===== config.mk =====
export PLATFORM = sky130hd
export DESIGN_NAME = alu_multicycle_flat
export DESIGN_NICKNAME = d
export VERILOG_FILES = /design/src/rtl/alu_multicycle_if.sv /design/src/rtl/alu_multicycle.sv /design/src/flat_wrapper.sv
export SDC_FILE = /design/constraint.sdc
export NUM_CORES = 1
export LEC_CHECK = 0
export ABC_AREA = 1
export CAP_MARGIN = 20
export CORE_AREA = 2 2 102 104
export CTS_BUF_LIST = sky130_fd_sc_hd__clkbuf_2
export DETAILED_ROUTE_END_ITERATION = 8
export DIE_AREA = 0 0 104 106
export DONT_BUFFER_PORTS = 1
export PLACE_DENSITY = 0.87
export REMOVE_ABC_BUFFERS = 1
export SLEW_MARGIN = 40
export SYNTH_ARGS = -nofsm -noshare
export SYNTH_HDL_FRONTEND = slang
export SYNTH_SLANG_ARGS = --single-unit

===== constraint.sdc =====
create_clock -name Clk -period 4.4 [get_ports Clk]
set_clock_uncertainty 0.2 [all_clocks]
set_input_delay 0.44 -clock Clk [delete_from_list [all_inputs] [get_ports Clk]]
set_output_delay 0.44 -clock Clk [all_outputs]
set_load 0.05 [all_outputs]

===== src/rtl/alu_multicycle_if.sv =====
// rtl/alu_multicycle_if.sv - start/busy/done request bus for the multi-cycle ALU
// The master drives the request and operands; the slave returns status, result and condition codes.
interface alu_multicycle_if #(
  parameter int WIDTH = 16
);
  logic             start;
  logic [2:0]       op;
  logic [WIDTH-1:0] A;
  logic [WIDTH-1:0] B;
  logic             busy;
  logic             done;
  logic [WIDTH-1:0] result;
  logic [2:0]       nzp;

  modport master (
    output start, op, A, B,
    input  busy, done, result, nzp
  );

  modport slave (
    input  start, op, A, B,
    output busy, done, result, nzp
  );
endinterface


===== src/rtl/alu_multicycle.sv =====
// rtl/alu_multicycle.sv - registered ALU with iterative SHL/MUL and NZP codes
// Single-cycle ops complete on the accept edge; SHL and MUL iterate one bit per clock while busy.
module alu_multicycle #(
  parameter int WIDTH  = 16,
  parameter bit MUL_EN = 1'b1
) (
  input  logic              Clk,
  input  logic              Reset,
  alu_multicycle_if.slave   bus
);
  localparam int SW = $clog2(WIDTH);
  localparam int CW = SW + 1;

  typedef enum logic [1:0] {
    ST_IDLE  = 2'd0,
    ST_SHIFT = 2'd1,
    ST_MUL   = 2'd2
  } state_e;

  state_e           state_q, state_d;
  logic [WIDTH-1:0] result_q, result_d;
  logic [2:0]       nzp_q, nzp_d;
  logic             done_q, done_d;
  logic [WIDTH-1:0] work_q, work_d;
  logic [WIDTH-1:0] mplier_q, mplier_d;
  logic [WIDTH-1:0] acc_q, acc_d;
  logic [CW-1:0]    count_q, count_d;
  logic [SW-1:0]    shamt_q, shamt_d;
  logic [CW-1:0]    count_inc;
  logic [WIDTH-1:0] acc_sum;
  logic             finish;

  function automatic logic [2:0] nzp_of(input logic [WIDTH-1:0] r);
    logic n, z;
    n = r[WIDTH-1];
    z = (r == '0);
    return {n, z, ~n & ~z};
  endfunction

  always_ff @(posedge Clk) begin
    if (Reset) begin
      state_q  <= ST_IDLE;
      result_q <= '0;
      nzp_q    <= 3'b000;
      done_q   <= 1'b0;
      work_q   <= '0;
      mplier_q <= '0;
      acc_q    <= '0;
      count_q  <= '0;
      shamt_q  <= '0;
    end else begin
      state_q  <= state_d;
      result_q <= result_d;
      nzp_q    <= nzp_d;
      done_q   <= done_d;
      work_q   <= work_d;
      mplier_q <= mplier_d;
      acc_q    <= acc_d;
      count_q  <= count_d;
      shamt_q  <= shamt_d;
    end
  end

  always_comb begin
    state_d   = state_q;
    result_d  = result_q;
    nzp_d     = nzp_q;
    done_d    = 1'b0;
    work_d    = work_q;
    mplier_d  = mplier_q;
    acc_d     = acc_q;
    count_d   = count_q;
    shamt_d   = shamt_q;
    finish    = 1'b0;
    count_inc = count_q + CW'(1);
    acc_sum   = acc_q + (mplier_q[0] ? work_q : '0);

    case (state_q)
      ST_IDLE: begin
        if (bus.start) begin
          case (bus.op)
            3'b000: begin result_d = bus.A + bus.B; finish = 1'b1; end
            3'b001: begin result_d = bus.A & bus.B; finish = 1'b1; end
            3'b010: begin result_d = ~bus.A;        finish = 1'b1; end
            3'b011: begin result_d = bus.A;         finish = 1'b1; end
            3'b100: begin result_d = bus.A - bus.B; finish = 1'b1; end
            3'b101: begin
              if (bus.B[SW-1:0] == '0) begin
                result_d = bus.A;
                finish   = 1'b1;
              end else begin
                state_d = ST_SHIFT;
                work_d  = bus.A;
                shamt_d = bus.B[SW-1:0];
                count_d = '0;
              end
            end
            3'b110: begin
              if (MUL_EN) begin
                state_d  = ST_MUL;
                work_d   = bus.A;
                mplier_d = bus.B;
                acc_d    = '0;
                count_d  = '0;
              end else begin
                result_d = '0;
                finish   = 1'b1;
              end
            end
            default: begin result_d = '0; finish = 1'b1; end
          endcase
        end
      end

      ST_SHIFT: begin
        work_d  = work_q << 1;
        count_d = count_inc;
        if (count_inc == {1'b0, shamt_q}) begin
          result_d = work_q << 1;
          state_d  = ST_IDLE;
          finish   = 1'b1;
        end
      end

      ST_MUL: begin
        // Multiplicand walks left while the multiplier drains right, one partial product per clock.
        acc_d    = acc_sum;
        work_d   = work_q << 1;
        mplier_d = mplier_q >> 1;
        count_d  = count_inc;
        if (count_inc == CW'(WIDTH)) begin
          result_d = acc_sum;
          state_d  = ST_IDLE;
          finish   = 1'b1;
        end
      end

      default: state_d = ST_IDLE;
    endcase

    if (finish) begin
      done_d = 1'b1;
      nzp_d  = nzp_of(result_d);
    end
  end

  assign bus.busy   = (state_q != ST_IDLE);
  assign bus.done   = done_q;
  assign bus.result = result_q;
  assign bus.nzp    = nzp_q;
endmodule


===== src/flat_wrapper.sv =====
// flat-port wrapper written by rule: the top's interface ports become plain ports
module alu_multicycle_flat 
#(
  parameter int WIDTH  = 16,
  parameter bit MUL_EN = 1'b1
)
  (Clk, Reset, bus_start, bus_op, bus_A, bus_B, bus_busy, bus_done, bus_result, bus_nzp);
  alu_multicycle_if #(.WIDTH(WIDTH)) bus_i ();
  input  logic Clk;
  input  logic Reset;
  input wire logic [$bits(bus_i.start)-1:0] bus_start;
  input wire logic [$bits(bus_i.op)-1:0] bus_op;
  input wire logic [$bits(bus_i.A)-1:0] bus_A;
  input wire logic [$bits(bus_i.B)-1:0] bus_B;
  output wire logic [$bits(bus_i.busy)-1:0] bus_busy;
  output wire logic [$bits(bus_i.done)-1:0] bus_done;
  output wire logic [$bits(bus_i.result)-1:0] bus_result;
  output wire logic [$bits(bus_i.nzp)-1:0] bus_nzp;
  assign bus_i.start = bus_start;
  assign bus_i.op = bus_op;
  assign bus_i.A = bus_A;
  assign bus_i.B = bus_B;
  assign bus_busy = bus_i.busy;
  assign bus_done = bus_i.done;
  assign bus_result = bus_i.result;
  assign bus_nzp = bus_i.nzp;
  alu_multicycle #(.WIDTH(WIDTH), .MUL_EN(MUL_EN)) u_core (.Clk(Clk), .Reset(Reset), .bus(bus_i));
endmodule

; ---- After elaboration in Yosys (flattened, before gate mapping)
; Cells that the tools add are included.
[word_totals]
ff_bits = 79
in_bits = 38
output_inout_bits = 21
wordCells = 81
[classes]
n_eq_ne = 16
mux = 34
n_reduce_logical = 12
n_bitwise = 6
n_addsub = 4
[op_table]
columns = operator, n
row1 = 16-bit two-way mux, 11
row2 = 16-bit one-hot mux with 2 select lines, 4
row3 = 16-bit one-hot mux with 7 select lines, 1
row4 = 16-bit one-hot mux with 3 select lines, 1
row5 = 16-bit adder, 2
row6 = 5-bit one-hot mux with 2 select lines, 2
row7 = 16-bit bitwise AND, 1
row8 = 16-bit logical NOT, 1
row9 = 16-bit inverter, 1
row10 = 16-bit subtractor, 1
row11 = 5-bit two-way mux, 2
row12 = 3-bit equality test (second input constant), 3
row13 = 2-bit two-way mux, 4
row14 = 4-bit AND reduction, 2
row15 = 3-bit by 2-bit equality test with 1-bit output (second input constant), 2
row16 = 3-bit != test (second input constant), 2
row17 = 2-bit one-hot mux with 3 select lines, 1
row18 = 2-bit nonzero test, 3
row19 = 5-bit by 1-bit adder with 5-bit output (second input constant), 1
row20 = 5-bit by 4-bit equality test with 1-bit output, 1
row21 = 5-bit equality test (second input constant), 1
row22 = 1-bit two-way mux, 5
row23 = 5-bit AND reduction, 1
row24 = 4-bit logical NOT, 1
row25 = other kinds (14), 18

; ---- Depth between registers and ports, before layout
[depth]
word_depth = 8
mapped_depth = 30
ltp_nobuf = 30

; ---- Worst setup path before layout
; OpenSTA, ideal clock, no wires.
[synth_path]
path_type = input to register
start = in bus_op[0]
end = reg u_core.nzp_q[0], in the netlist u_core.bus.nzp[0]
t_required_ps = 4068
arrival_ps = 3242
setup_slack_ps = 826
n_path_buf = 1
path_stages = 26
setup_time_ps = 132
cell_sequence = buf_2 nor2_1 nand2_1 clkinv_1 nor2_1 a21oi_1 o21ai_0 xor2_1 ha_1 nand2_1 nor2_1 inv_1 nor2_1 nand2_1 nand2_1 nand2_1 nand3_1 nand2_1 nand2_1 nand3_1 a21oi_2 nand3_1 nor2_1 nand3_1 nand2_1 a21oi_1
[synth_via]
elab_chain_len = 7
word_cells_on_any_way = 17
classes_between = eq/ne (6) / mux (6) / bitwise (3) / reduce/logical (2)
[synth_rtl]
columns = element, line
row1 = start: declaration, flat_wrapper.sv:12  ; input wire logic [$bits(bus_i.op)-1:0] bus_op;
row2 = 3-bit equality test (tied with other cells), alu_multicycle.sv:81  ; case (bus.op)
row3 = 16-bit one-hot mux with 7 select lines, alu_multicycle.sv:81
row4 = 16-bit two-way mux, alu_multicycle.sv:80  ; if (bus.start) begin
row5 = 16-bit one-hot mux with 3 select lines, alu_multicycle.sv:78  ; case (state_q)
row6 = 16-bit logical NOT, alu_multicycle.sv:36  ; z = (r == '0);
row7 = 1-bit inverter, alu_multicycle.sv:37  ; return {n, z, ~n & ~z};
row8 = 1-bit bitwise AND, alu_multicycle.sv:37
row9 = end signal: assignment, alu_multicycle.sv:54  ; nzp_q <= nzp_d;
row10 = end: declaration, alu_multicycle.sv:22  ; logic [2:0] nzp_q, nzp_d;
; Several ways; a longest one is shown, not always the timed one.
; A chain may end at the register's enable or synchronous reset.

; ---- Worst setup path after layout
[layout_path]
start = in bus_B[1]
end = reg u_core.nzp_q[0], in the netlist u_core.bus.nzp[0]
[layout_via]
elab_chain_len = 8
word_cells_on_any_way = 16
classes_between = add/sub (2) / mux (8) / bitwise (4) / reduce/logical (2)
[layout_rtl]
columns = element, line
row1 = start: declaration, flat_wrapper.sv:14  ; input wire logic [$bits(bus_i.B)-1:0] bus_B;
row2 = branches (longest 8 deep; another with 16-bit subtractor), n/a
; Parallel ways; which one is timed is not known.

==> summary.txt <==
Run status
  – Run status: finished with violations
  – Failing checks: hold timing

Timing
  – Crit path time final: 3.73 ns
  – Relative slew margins: 47.1%
  – Final setup viols: 0
  – Max Clk Rate: 0.268 GHz
  – Setup TNS: 0 ns
  – Max-slew violations: 0
  – Worst hold slack: -0.000963 ns
  – Worst Tran Pin Value: 0.789 ns
  – RSZ-0062 raised after global routing: no
  – Tcrit/Tclk final: 84.8%
  – Final hold violations: 1

Yosys
  – Fraction of synthesized cell area in xor and xnor cells: 3.77%
  – Post-synth top area share: 24.5%
  – Synth Area in Adders: 7.78%
  – Post-synthesis mux area share: 0%
  – Register bit total from synthesis: 79
  – Netlist cell types: 50
  – Top cells by area, synth: dfxtp_1, nand2_1, inv_1, nand3_1, ha_1
  – Avg Inst Size Synth: 6.05 um2
  – Synth warn: 0
  – Synth area leader: dfxtp_1
  – Synthesized cell area: 6460 um2
  – Register area share after synthesis: 24.5%
  – Area fraction in compound gates after synthesis: 17.7%
  – Mapped Cells: 1,068
  – Synth Flop Type: dfxtp_1
  – Ys async rst share: 0%
  – Post-synth EDFFs: 0
  – Simple-Gate Fraction of Synth Area: 36.1%
  – Main combinational cell family by area after synthesis: simple AND/OR/NAND/NOR gates

Die
  – Die H: 106 um
  – Die width: 104 um
  – IO Count: 59
  – Initial Util: 64.7%
  – # rows: 37
  – Core area: 10000 um2
  – Die area: 11,000 um2

GRT
  – Antenna violations before repair: 1
  – Pin count of the biggest net entering global routing: 41
  – Vias in the first global route: 6,732
  – First-pass GRT wire length: 33,400 um
  – Grt total ovfl: 0
  – Gr usage total: 37.9%

Power and ir drop
  – Total power draw: 2.85 mW
  – Peak VDD IR: 436 uV
  – Leak Pwr: 3.61 nW
  – PwrDens: 394 nW/um2

Final layout
  – Fillers: 909
  – Area delta synth->final: 11.7%
  – Most frequent cells in the layout: nand2_1, inv_1, nand3_1
  – Register area: 1580 um2
  – Layout cells sized above 1: 8.12%
  – # nets final: 1,168
  – Area of the multi-input gates: 4360 um2
  – Most common cell after layout, fill and taps aside: nand2_1

Drt
  – Met3 routed WL: 2240 um
  – Routed len/inst: 17.0 um
  – Met2 WL: 9360 um
  – Highest Signal Layer: met4
  – Via density: 5.93
  – Iteration-0 DRC count of the detailed router: 784
  – Vias: 7,317
  – Met1 Wirelength: 8560 um
  – DRT Pass-1 Iters: 8
  – Post-route ant nets: 0
  – WL final: 21,000 um
  – DRC viols: 0

Worst setup path
  – Critical path data arrival time: 4.05 ns
  – WS Path Type: primary input to flop
  – Crit path max fanout: 5
  – R2R Path End: u_core.bus.nzp[0]
  – Critical R2R Launch: u_core.mplier_q[0]
  – Crit path to: u_core.bus.nzp[0]
  – Req. time, crit path: 4.72 ns
  – CP endpoint kind: flop
  – CP Launch Point: bus_B[1]
  – FF-to-FF setup slack: 0.98 ns
  – Crit path launch type: primary input
  – FF-to-FF path depth: 19

Clock network
  – CTS buffer count: 9
  – Root Buffer: clkbuf_2
  – Max clock buf depth: 2
  – CTS clk-pin slew, worst paths: 0.29 ns
  – Worst-Skew Late Latency: 0.58 ns
  – Clock sink count: 79
  – H-tree levels: 3
  – CTS tree: yes

Hold path
  – Worst Hold Class: primary input to flop

Placement
  – Detailed placement HPWL: 14,800 um
  – Placer Congestion: 1.03
  – I/O Buffers: 0

Run
  – Maxcap violations: 0
kinds of logic after synthesis:
| logic type | after synthesis |
|---|---|
| simple gates | 551 |
| compound gates | 201 |
| buf+inv | 171 |
| flops | 79 |
| fa+ha+maj | 39 |
| xor+xnor | 27 |
worst max-delay path, cell delays in order:
cell	delay (ns)
dlygate4sd3_1	0.56
inv_2	0.11
ha_4	0.15
nand4_1	0.13
nor3_2	0.25
nand2_1	0.10
nor2_2	0.16
a31oi_1	0.12
xor2_1	0.27
ha_4	0.28
nand2_2	0.09
nor2_2	0.04
buf_4	0.13
a21oi_2	0.15
nand3_1	0.10
nand3_2	0.09
nand2_1	0.05
nand2_1	0.07
nand3_2	0.08
a21oi_2	0.19
nand3_2	0.10
nor2_1	0.12
nand3_1	0.12
nand2_1	0.10
a21oi_1	0.06
report_power, final:
part / switching [mW] / total (mW) / internal, mW
combinational: 0.737 / 1.11 / 0.371
sequential: 0.351 / 1.24 / 0.894
clock: 0.300 / 0.496 / 0.197
worst min path at each step:
stage / cells after the start / to / start
floorplan: 2 / u_core.acc_q[15] / u_core.acc_q[15]
global placement: 2 / u_core.acc_q[15] / u_core.acc_q[15]
detailed placement: 2 / u_core.acc_q[15] / u_core.acc_q[15]
CTS: 6 / u_core.bus.result[9] / bus_A[9]
global route: 6 / u_core.bus.result[3] / bus_A[3]
finish: 6 / u_core.bus.result[9] / bus_A[9]
area by class of cell:
class | instances | area share [%]
Clock buffer | 9 | 0.624
Sequential cell | 79 | 21.9
Clock inverter | 7 | 1.42
Multi-Input combinational cell | 818 | 60.3
Antenna cell | 1 | 0.0347
Tap cell | 136 | 2.36
Timing Repair Buffer | 46 | 6.20
Inverter | 137 | 7.12
stage by stage:
stage	area, um2	instances	setup WS [ns]	util, %
6_report	7220	1233	0.667	72.2
5_1_grt	7220	1233	0.402	72.2
4_1_cts	7060	1228	0.0203	70.6
3_5_place_dp	6520	1174	0.552	65.2
3_3_place_gp	6520	1174	0.604	65.2
2_1_floorplan	6320	1034	0.600	-
synth_stat cells (all sizes together) (3+ instances only):
master,number
buf,10
nor2,81
nand2,353
a31oi,33
nand4,6
nand3,95
a211oi,4
clkbuf,24
o22ai,3
a21oi,69
ha,37
nand3b,4
or2,4
nor3,7
xor2,24
xnor2,3
clkinv,4
dfxtp,79
a21boi,7
inv,133
o21ai,69
metal layers:
metal	vias to the layer above	GRT usage [%]
met5	-	0
met4	0	14.1
met3	68	9.07
met2	408	61.4
met1	3316	49.1
li1	3525	-
timing repair:
item                                    CTS  global route
hold endpoints to repair                 74             0
endpoints found under the setup margin    0             1
hold buffers                             38             0
setup buffers                             0             5
gates resized for setup                   0            37
registers in the layout, indices dropped and copies added, names as in the netlist:
| name | cells |
|---|---|
| u_core.acc_q | 16 |
| u_core.bus.done | 1 |
| u_core.bus.nzp | 3 |
| u_core.bus.result | 16 |
| u_core.count_q | 5 |
| u_core.mplier_q | 16 |
| u_core.shamt_q | 4 |
| u_core.state_q | 2 |
| u_core.work_q | 16 |
Power figures use the tool's default switching activity.
